==> src/rtl/serial_add_ctrl_pkg.sv <==
// serial_add_ctrl_pkg
// Shared definitions for the bit-serial addition controller.
//   state_t        : controller FSM states (IDLE, RUN, DONE)
//   DEFAULT_WIDTH  : default operand width in bits
//   clog2()        : width of the bit counter for a given operand width
package serial_add_ctrl_pkg;

  typedef enum logic [1:0] {
    IDLE = 2'd0,
    RUN  = 2'd1,
    DONE = 2'd2
  } state_t;

  localparam int DEFAULT_WIDTH = 8;

  // Ceiling log2, never less than 1 so a counter always has at least one bit.
  function automatic int clog2(input int value);
    int result;
    result = 1;
    for (int i = 1; i < 31; i++) begin
      if ((1 << i) < value) begin
        result = i + 1;
      end
    end
    return result;
  endfunction

endpackage

==> src/rtl/serial_add_ctrl_bit_full_adder.sv <==
// bit_full_adder
// Purely combinational 1-bit full adder built from two half-adder stages
// whose carries are ORed together.
//   a, b  : input  1  operand bits
//   cin   : input  1  carry in
//   s     : output 1  sum bit
//   cout  : output 1  carry out
module bit_full_adder (
  input  logic a,
  input  logic b,
  input  logic cin,
  output logic s,
  output logic cout
);

  logic ha1_s;
  logic ha1_c;
  logic ha2_c;

  // First half adder combines the operands, second folds in the carry.
  // Both half-adder carries can never be high together, so OR suffices.
  assign ha1_s = a ^ b;
  assign ha1_c = a & b;
  assign s     = ha1_s ^ cin;
  assign ha2_c = ha1_s & cin;
  assign cout  = ha1_c | ha2_c;

endmodule

==> src/rtl/serial_add_ctrl.sv <==
// serial_add_ctrl
// Bit-serial adder: one full-adder cell is reused across the WIDTH bits of
// the operands, LSB first, one bit per enabled clock.
//   clk    : input  1        clock, rising edge
//   rst_n  : input  1        asynchronous active-low reset
//   ena    : input  1        global enable; low freezes all state
//   start  : input  1        request a new addition (level-sampled)
//   a, b   : input  WIDTH    operands, captured when start is accepted
//   busy   : output 1        high while the addition is running
//   done   : output 1        one-cycle pulse, result valid from this cycle
//   sum    : output WIDTH+1  {carry_out, sum bits}, held until next accept
module serial_add_ctrl
  import serial_add_ctrl_pkg::*;
#(
  parameter int WIDTH = DEFAULT_WIDTH
) (
  input  logic             clk,
  input  logic             rst_n,
  input  logic             ena,
  input  logic             start,
  input  logic [WIDTH-1:0] a,
  input  logic [WIDTH-1:0] b,
  output logic             busy,
  output logic             done,
  output logic [WIDTH:0]   sum
);

  localparam int            CW       = clog2(WIDTH);
  localparam logic [CW-1:0] LAST_BIT = CW'(WIDTH - 1);

  state_t           state;
  logic [CW-1:0]    bit_cnt;
  logic [WIDTH-1:0] a_sr;
  logic [WIDTH-1:0] b_sr;
  logic             carry;
  logic             fa_s;
  logic             fa_cout;
  logic             accept;

  bit_full_adder u_fa (
    .a    (a_sr[0]),
    .b    (b_sr[0]),
    .cin  (carry),
    .s    (fa_s),
    .cout (fa_cout)
  );

  // A new request is taken from IDLE, and also from DONE so results can be
  // produced back-to-back; start seen during RUN is simply dropped.
  always_comb begin
    accept = 1'b0;
    if (ena && start && (state == IDLE || state == DONE)) begin
      accept = 1'b1;
    end
  end

  // Sum bits enter from the MSB side, so after WIDTH shifts bit 0 of the
  // result has reached sum[0]. The final carry lands in sum[WIDTH].
  always_ff @(posedge clk or negedge rst_n) begin
    if (!rst_n) begin
      state   <= IDLE;
      bit_cnt <= '0;
      a_sr    <= '0;
      b_sr    <= '0;
      carry   <= 1'b0;
      sum     <= '0;
      busy    <= 1'b0;
      done    <= 1'b0;
    end else if (ena) begin
      if (accept) begin
        state   <= RUN;
        bit_cnt <= '0;
        a_sr    <= a;
        b_sr    <= b;
        carry   <= 1'b0;
        sum     <= '0;
        busy    <= 1'b1;
        done    <= 1'b0;
      end else begin
        case (state)
          IDLE: begin
            done <= 1'b0;
          end
          RUN: begin
            a_sr            <= {1'b0, a_sr[WIDTH-1:1]};
            b_sr            <= {1'b0, b_sr[WIDTH-1:1]};
            carry           <= fa_cout;
            sum[WIDTH-1:0]  <= {fa_s, sum[WIDTH-1:1]};
            bit_cnt         <= bit_cnt + 1'b1;
            if (bit_cnt == LAST_BIT) begin
              sum[WIDTH] <= fa_cout;
              bit_cnt    <= '0;
              state      <= DONE;
              busy       <= 1'b0;
              done       <= 1'b1;
            end
          end
          DONE: begin
            state <= IDLE;
            done  <= 1'b0;
          end
          default: begin
            state <= IDLE;
            busy  <= 1'b0;
            done  <= 1'b0;
          end
        endcase
      end
    end
  end

endmodule

==> config.mk <==
export PLATFORM = sky130hd
export DESIGN_NAME = serial_add_ctrl
export DESIGN_NICKNAME = d
export VERILOG_FILES = /design/src/rtl/serial_add_ctrl_pkg.sv /design/src/rtl/serial_add_ctrl_bit_full_adder.sv /design/src/rtl/serial_add_ctrl.sv
export SDC_FILE = /design/constraint.sdc
export NUM_CORES = 1
export LEC_CHECK = 0
export BUFFER_PORTS_ARGS = -buffer_cell sky130_fd_sc_hd__buf_4
export CAP_MARGIN = 20
export CELL_PAD_IN_SITES_DETAIL_PLACEMENT = 2
export CELL_PAD_IN_SITES_GLOBAL_PLACEMENT = 2
export CORE_ASPECT_RATIO = 1.75
export CORE_UTILIZATION = 33
export DETAILED_ROUTE_END_ITERATION = 10
export PLACE_DENSITY_LB_ADDON = 0.2
export SLEW_MARGIN = 20
export SYNTH_ARGS = -nofsm -noshare
export SYNTH_HDL_FRONTEND = slang
export SYNTH_SLANG_ARGS = --single-unit
==> constraint.sdc <==
create_clock -name clk -period 2 [get_ports clk]
set_clock_uncertainty 0.05 [all_clocks]
set_input_delay 0.2 -clock clk [delete_from_list [all_inputs] [get_ports clk]]
set_output_delay 0.2 -clock clk [all_outputs]
set_load 0.02 [all_outputs]
==> results.json, run 1 <==
{
  "outcome": "completed",
  "synth_edf_count": 0,
  "final_cell_count_no_fill": 216,
  "hp-class": "in2reg",
  "maxSlewHeadroom_pct": 70.6,
  "p_total_mw": 2.66,
  "drv_cap": 0,
  "numCtsBuffers": 5,
  "p_per_area_nw_per_um2": 1470,
  "ctsRootBufferMaster": "clkbuf_8",
  "path_max_fanout": 10,
  "power.ir.vdd_worst_v": 0.000652,
  "drt_iter0_markers": 20,
  "r2r_slack_ns": 0.48,
  "placed_cells": 207,
  "path_cells": "and3b_1 -> buf_4 -> a21oi_1 -> a21oi_1",
  "slowest_stage": "and3b_1",
  "r2r_end": "b_sr[4]",
  "io_buffer_count": 30,
  "synthMuxAreaShare_pct": 0,
  "ctsHtreeMaxLevel": 2,
  "yosys.area_share.simple_pct": 12.0,
  "yosysUniqueCellTypes": 21,
  "cp.buffers_inverters": 1,
  "startpoint": "state[0]",
  "coreArea_um2": 4150,
  "synth_top_family_by_area": "compound AO/OA/AOI/OAI gates",
  "avgViaCountPerCell": 5.26,
  "max_freq_mhz": 656,
  "clock_latency_ns": 0.28,
  "gp_congestion": 0.740,
  "clk_pin_slew_ns": 0.07,
  "grt_pass1_vias": 1268,
  "seq_area_frac_synth_pct": 57.4,
  "drc_errors": 0,
  "min_to": "b_sr[7]",
  "cp.required_ns": 2.16,
  "min_period_over_period_pct": 76.2,
  "top_layer": "met4",
  "r2r_start": "state[0]",
  "cp-end-kind": "flip-flop",
  "cellLeakagePower_nw": 0.943,
  "syn_area_um2": 1440,
  "diodes": 0,
  "critPathArrivalTime_ns": 1.68,
  "grtUsageTotal_pct": 18.2,
  "routed_wl_um": 3640,
  "dpl.hpwl_um": 2590,
  "tns_ns": 0,
  "io-pin-count": 31,
  "grt_max_degree": 34,
  "synth_fa_ha_area_share_pct": 3.13,
  "wl_met2_um": 2050,
  "synth_compound_area_share_pct": 22.3,
  "clock_sinks": 33,
  "yosys_warnings": 0,
  "start_kind": "flip-flop",
  "dieHeight_um": 89.4,
  "postCtsHoldBufs": 1,
  "netlist_instances": 132,
  "setup_viol": 0,
  "syn_to_final_growth_pct": 25.3,
  "drt-met1-wl_um": 1390,
  "placementRows": 31,
  "first_pass_iters": 3,
  "clockBufferDepth": 2,
  "async_flop_share_pct": 100,
  "synth_ff_type": "dfrtp_1",
  "finalMaxSlewViolations": 0,
  "initial_core_util_pct": 34.7,
  "synth-seq-cells": 33,
  "antenna_left": 0,
  "final_nets": 189,
  "worst_pin_slew_ns": 0.442,
  "grt_overflow": 0,
  "crit_top_cell": "a21oi_1",
  "final_common_cell": "buf_4",
  "antenna_found_initial": 0,
  "cts.repair.resized": 0,
  "wl_met3_um": 133,
  "hold_path.startpoint": "b[7]",
  "grt_pass1_wl_um": 6070,
  "dr_total_vias": 1136,
  "synth-xor-area-share_pct": 0,
  "final_cell_mix": "35 x buf_4, 33 x dfrtp_1, 24 x nand2_1",
  "period_needed_ns": 1.52,
  "avgRoutedWirePerCell_um": 16.9,
  "critical_path_class": "reg2reg",
  "die-area_um2": 4640,
  "layout-drive-gt1-share_pct": 26.9,
  "crit_family": "simple AND/OR/NAND/NOR gates",
  "syn_area_per_cell_um2": 10.9,
  "whs_path_depth": 2,
  "die_w_um": 51.9,
  "post-cts-setup-buffer-count": 0,
  "critPathMaxStageDelay_ns": 0.51,
  "fillers": 470,
  "syn-num-nets": 155,
  "cts_tree": "built",
  "final_hold_viol_count": 0,
  "rsz0062_at_grt": "false",
  "r2r_cells": 4
}
Yosys cell counts, types with 2 or more instances:
cell / n / area share [%]
dfrtp_1: 33 / 57
nand2_1: 24 / 6.3
a21oi_1: 20 / 7.0
a22o_1: 14 / 8.5
a21o_1: 9 / 4.7
nor2_1: 6 / 1.6
buf_6: 4 / 3.1
buf_2: 3 / 1.0
o21ai_0: 3 / 1.0
and3b_1: 2 / 1.2
ha_1: 2 / 1.7
nand3b_1: 2 / 1.0
nor3_1: 2 / 0.70
power breakdown:
part,switching [mW],leakage (nW),internal [mW]
clock network,0.246,0.0542,0.311
logic,0.507,0.464,0.447
registers,0.198,0.424,0.946
registers in the layout (all words and copies together) (netlist names):
name,count
a_sr,8
b_sr,8
busy,1
state,2
done,1
bit_cnt,3
carry,1
sum,9
cell families after synthesis:
group | Yosys count
buffers and inverters | 10
adders and majority gates | 3
DFF | 33
and+or+nand+nor | 38
AOI/OAI and AO/OA | 48
metrics by stage:
step	hold WS, ns	instance area (um^2)	worst slack [ns]	utilization, %
final	0.0887	1800	0.476	43.4
after floorplan	-0.146	1440	0.633	-
after detailed placement	0.133	1690	0.457	40.8
after CTS	0.0786	1800	0.446	43.4
after global placement	0.119	1690	0.525	40.8
after global routing	0.0919	1800	0.356	43.4
worst reg2reg max path: stages (launching register included):
cell     delay (ns)
dfrtp_1        0.43
and3b_1        0.51
buf_4          0.24
a21oi_1        0.05
a21oi_1        0.16
area by class of cell:
| cell class | instances | area [um^2] | share of cell area (%) |
|---|---|---|---|
| clock buffers | 7 | 96.3 | 5.34 |
| clock inverters | 1 | 5.00 | 0.278 |
| repair buffers | 36 | 273 | 15.1 |
| well taps | 49 | 61.3 | 3.40 |
| flip-flops and latches | 33 | 826 | 45.8 |
| inverters | 1 | 3.75 | 0.208 |
| multi-input cells | 89 | 538 | 29.8 |
metal layers:
| metal | GRT usage (%) | vias to the layer above |
|---|---|---|
| met5 | 0 | - |
| met1 | 19.9 | 576 |
| met3 | 4.25 | 6 |
| met4 | 8.11 | 0 |
| met2 | 32.5 | 26 |
| li1 | - | 528 |
how the worst max path moves through the flow:
| stage | endpoint | depth (start not counted) | slack (ns) |
|---|---|---|---|
| floorplan | a_sr[0] | 5 | 0.63 |
| global placement | b_sr[6] | 4 | 0.52 |
| detailed placement | a_sr[5] | 4 | 0.46 |
| CTS | b_sr[4] | 4 | 0.45 |
| global route | b_sr[4] | 4 | 0.36 |
| finish | b_sr[4] | 4 | 0.48 |
No activity file was read; power rests on OpenSTA's default activity.
==> run 2, diff against run 1 <==
--- a/config.mk
+++ b/config.mk
@@ -10,7 +10,7 @@
 export CELL_PAD_IN_SITES_DETAIL_PLACEMENT = 2
 export CELL_PAD_IN_SITES_GLOBAL_PLACEMENT = 2
 export CORE_ASPECT_RATIO = 1.75
-export CORE_UTILIZATION = 33
+export CORE_UTILIZATION = 30
 export DETAILED_ROUTE_END_ITERATION = 10
 export PLACE_DENSITY_LB_ADDON = 0.2
 export SLEW_MARGIN = 20
==> constraint.sdc (replaced) <==
create_clock -name clk -period 1.2 [get_ports clk]
set_clock_uncertainty 0.05 [all_clocks]
set_input_delay 0.12 -clock clk [delete_from_list [all_inputs] [get_ports clk]]
set_output_delay 0.12 -clock clk [all_outputs]
set_load 0.02 [all_outputs]
==> run 2 against run 1 <==
The run now ends with negative setup slack left; register-to-register slack worse by 0.62 ns; non-clock buffer count rose by 17; sequential power increased by 70%; routed wire length increased by 18%; sequential cell count unchanged; worst setup slack got worse by 0.62 ns; hold slack worse by 0.061 ns; critical path depth up 2; via count rose by 6.6%; utilization increased by 2.6 points; first-iteration DRC count shrank 65%; clock-buffer cell count is the same; critical path type unchanged; critical endpoint is now bit_cnt[0].
==> results.json, run 2 (same netlist as run 1, synthesis figures left out) <==
{
  "numCtsBuffers": 5,
  "initial_core_util_pct": 31.1,
  "cp-end-kind": "flip-flop",
  "critPathArrivalTime_ns": 1.47,
  "drc_errors": 0,
  "wl_met2_um": 2510,
  "setup_viol": 31,
  "ctsHtreeMaxLevel": 2,
  "final_cell_area_um2": 2130,
  "drv_cap": 0,
  "ctsRootBufferMaster": "clkbuf_8",
  "clock_sinks": 33,
  "antenna_left": 0,
  "tns_ns": -3.15,
  "drt-met1-wl_um": 1620,
  "drt_iter0_markers": 7,
  "final_util_pct": 46.0,
  "rsz0062_at_grt": "true",
  "final_nets": 206,
  "largest_reg_flops": 9,
  "max_freq_mhz": 743,
  "final_hold_viol_count": 0,
  "io_buffer_count": 30,
  "die-area_um2": 5090,
  "setup_ws_ns": -0.146,
  "coreArea_um2": 4620,
  "diodes": 0,
  "hp-class": "in2reg",
  "r2r_slack_ns": -0.15,
  "worst_pin_slew_ns": 0.438,
  "dr_total_vias": 1211,
  "preCtsSetupSlack_ns": -0.295,
  "die_w_um": 54.4,
  "grt_overflow": 0,
  "maxSlewHeadroom_pct": 70.8,
  "avgViaCountPerCell": 5.13,
  "wl_met3_um": 107,
  "dpl.hpwl_um": 2790,
  "grtUsageTotal_pct": 19.1,
  "first_pass_iters": 4,
  "antenna_found_initial": 0,
  "min_period_over_period_pct": 112,
  "p_per_area_nw_per_um2": 2430,
  "finalMaxSlewViolations": 0,
  "largest_registers": "sum (9), a_sr (8), b_sr (8)",
  "cp.required_ns": 1.32,
  "clock_latency_ns": 0.29,
  "cts_tree": "built",
  "syn_to_final_growth_pct": 47.9,
  "outcome": "finished with violations",
  "avgRoutedWirePerCell_um": 18.3,
  "final_cell_mix": "39 x buf_4, 33 x dfrtp_1, 22 x nand2_1",
  "postPlaceCellArea_um2": 1810,
  "grt_pass1_wl_um": 6750,
  "start_kind": "flip-flop",
  "top_register": "sum",
  "placementRows": 33,
  "routed_wl_um": 4310,
  "power.ir.vdd_worst_v": 0.00141,
  "clockBufferDepth": 2,
  "grt_pass1_vias": 1373,
  "cellLeakagePower_nw": 1.06,
  "top_layer": "met4",
  "grt_max_degree": 34,
  "layout-drive-gt1-share_pct": 44.6,
  "dieHeight_um": 93.6,
  "io-pin-count": 31,
  "gp_congestion": 0.684,
  "final_common_cell": "buf_4",
  "violations": "negative setup slack",
  "critical_path_class": "reg2reg",
  "clk_pin_slew_ns": 0.07,
  "path_max_fanout": 14,
  "period_needed_ns": 1.35
}
==> run 2: changes by cell type in the layout (fill, tap and decap cells not counted), moves of 4 or more <==
| cell | change |
|---|---|
| buf_6 | +10 |
| a21oi_1 | -8 |
| a21oi_2 | +8 |
| buf_4 | +4 |
==> run 2: through the flow <==
step                instances  power (mW)  hold slack (ns)
floorplan                 132        2.94           -0.226
finish                    236        5.17           0.0274
global route              236        5.50           0.0295
detailed placement        222        3.74           0.0516
global placement          222        3.62           0.0385
CTS                       236        5.14           0.0189
==> run 2: cell type report <==
type                       count  area (um^2)
timing repair buffer          53          470
clock inverter                 1         30.0
inverter                       1         3.75
multi-input combinational     89          647
fill                         494         2500
clock buffer                   7         86.3
sequential                    33          826
tap                           52         65.1
==> run 2: power breakdown <==
group | internal [mW] | total, mW | switching, mW
clock | 0.677 | 1.09 | 0.414
combinational | 1.11 | 2.14 | 1.03
sequential | 1.58 | 1.94 | 0.364
==> run 2: worst max-delay path: stages (launching register included) <==
cell	delay (ns)
dfrtp_1	0.41
buf_6	0.13
buf_4	0.13
nand3b_1	0.14
buf_12	0.16
nor3_1	0.05
a21o_1	0.16
==> run 2: final timing paths <==
path	startpoint	to	cells past startpoint
worst max-delay path	state[0]	bit_cnt[0]	6
max in group asynchronous	rst_n	state[1]	2
worst min register to register	a_sr[6]	a_sr[6]	1
min in group asynchronous	rst_n	sum[2]	2
worst min-delay path	a[7]	a_sr[7]	2
worst max register to register	state[0]	bit_cnt[0]	6
==> run 2: timing repair <==
| action | CTS | global route |
|---|---|---|
| pin swaps | 7 | 7 |
| setup endpoints to repair | 32 | 33 |
| hold endpoints to repair | 33 | 0 |
| hold buffers | 1 | 0 |
| resized for setup | 32 | 7 |
| setup buffers | 5 | 0 |
==> run 2: metal layers <==
layer | GRT usage [%] | up-vias
li1 | - | 560
met1 | 20.8 | 622
met2 | 33.9 | 23
met3 | 4.39 | 6
met4 | 7.05 | 0
met5 | 0 | -
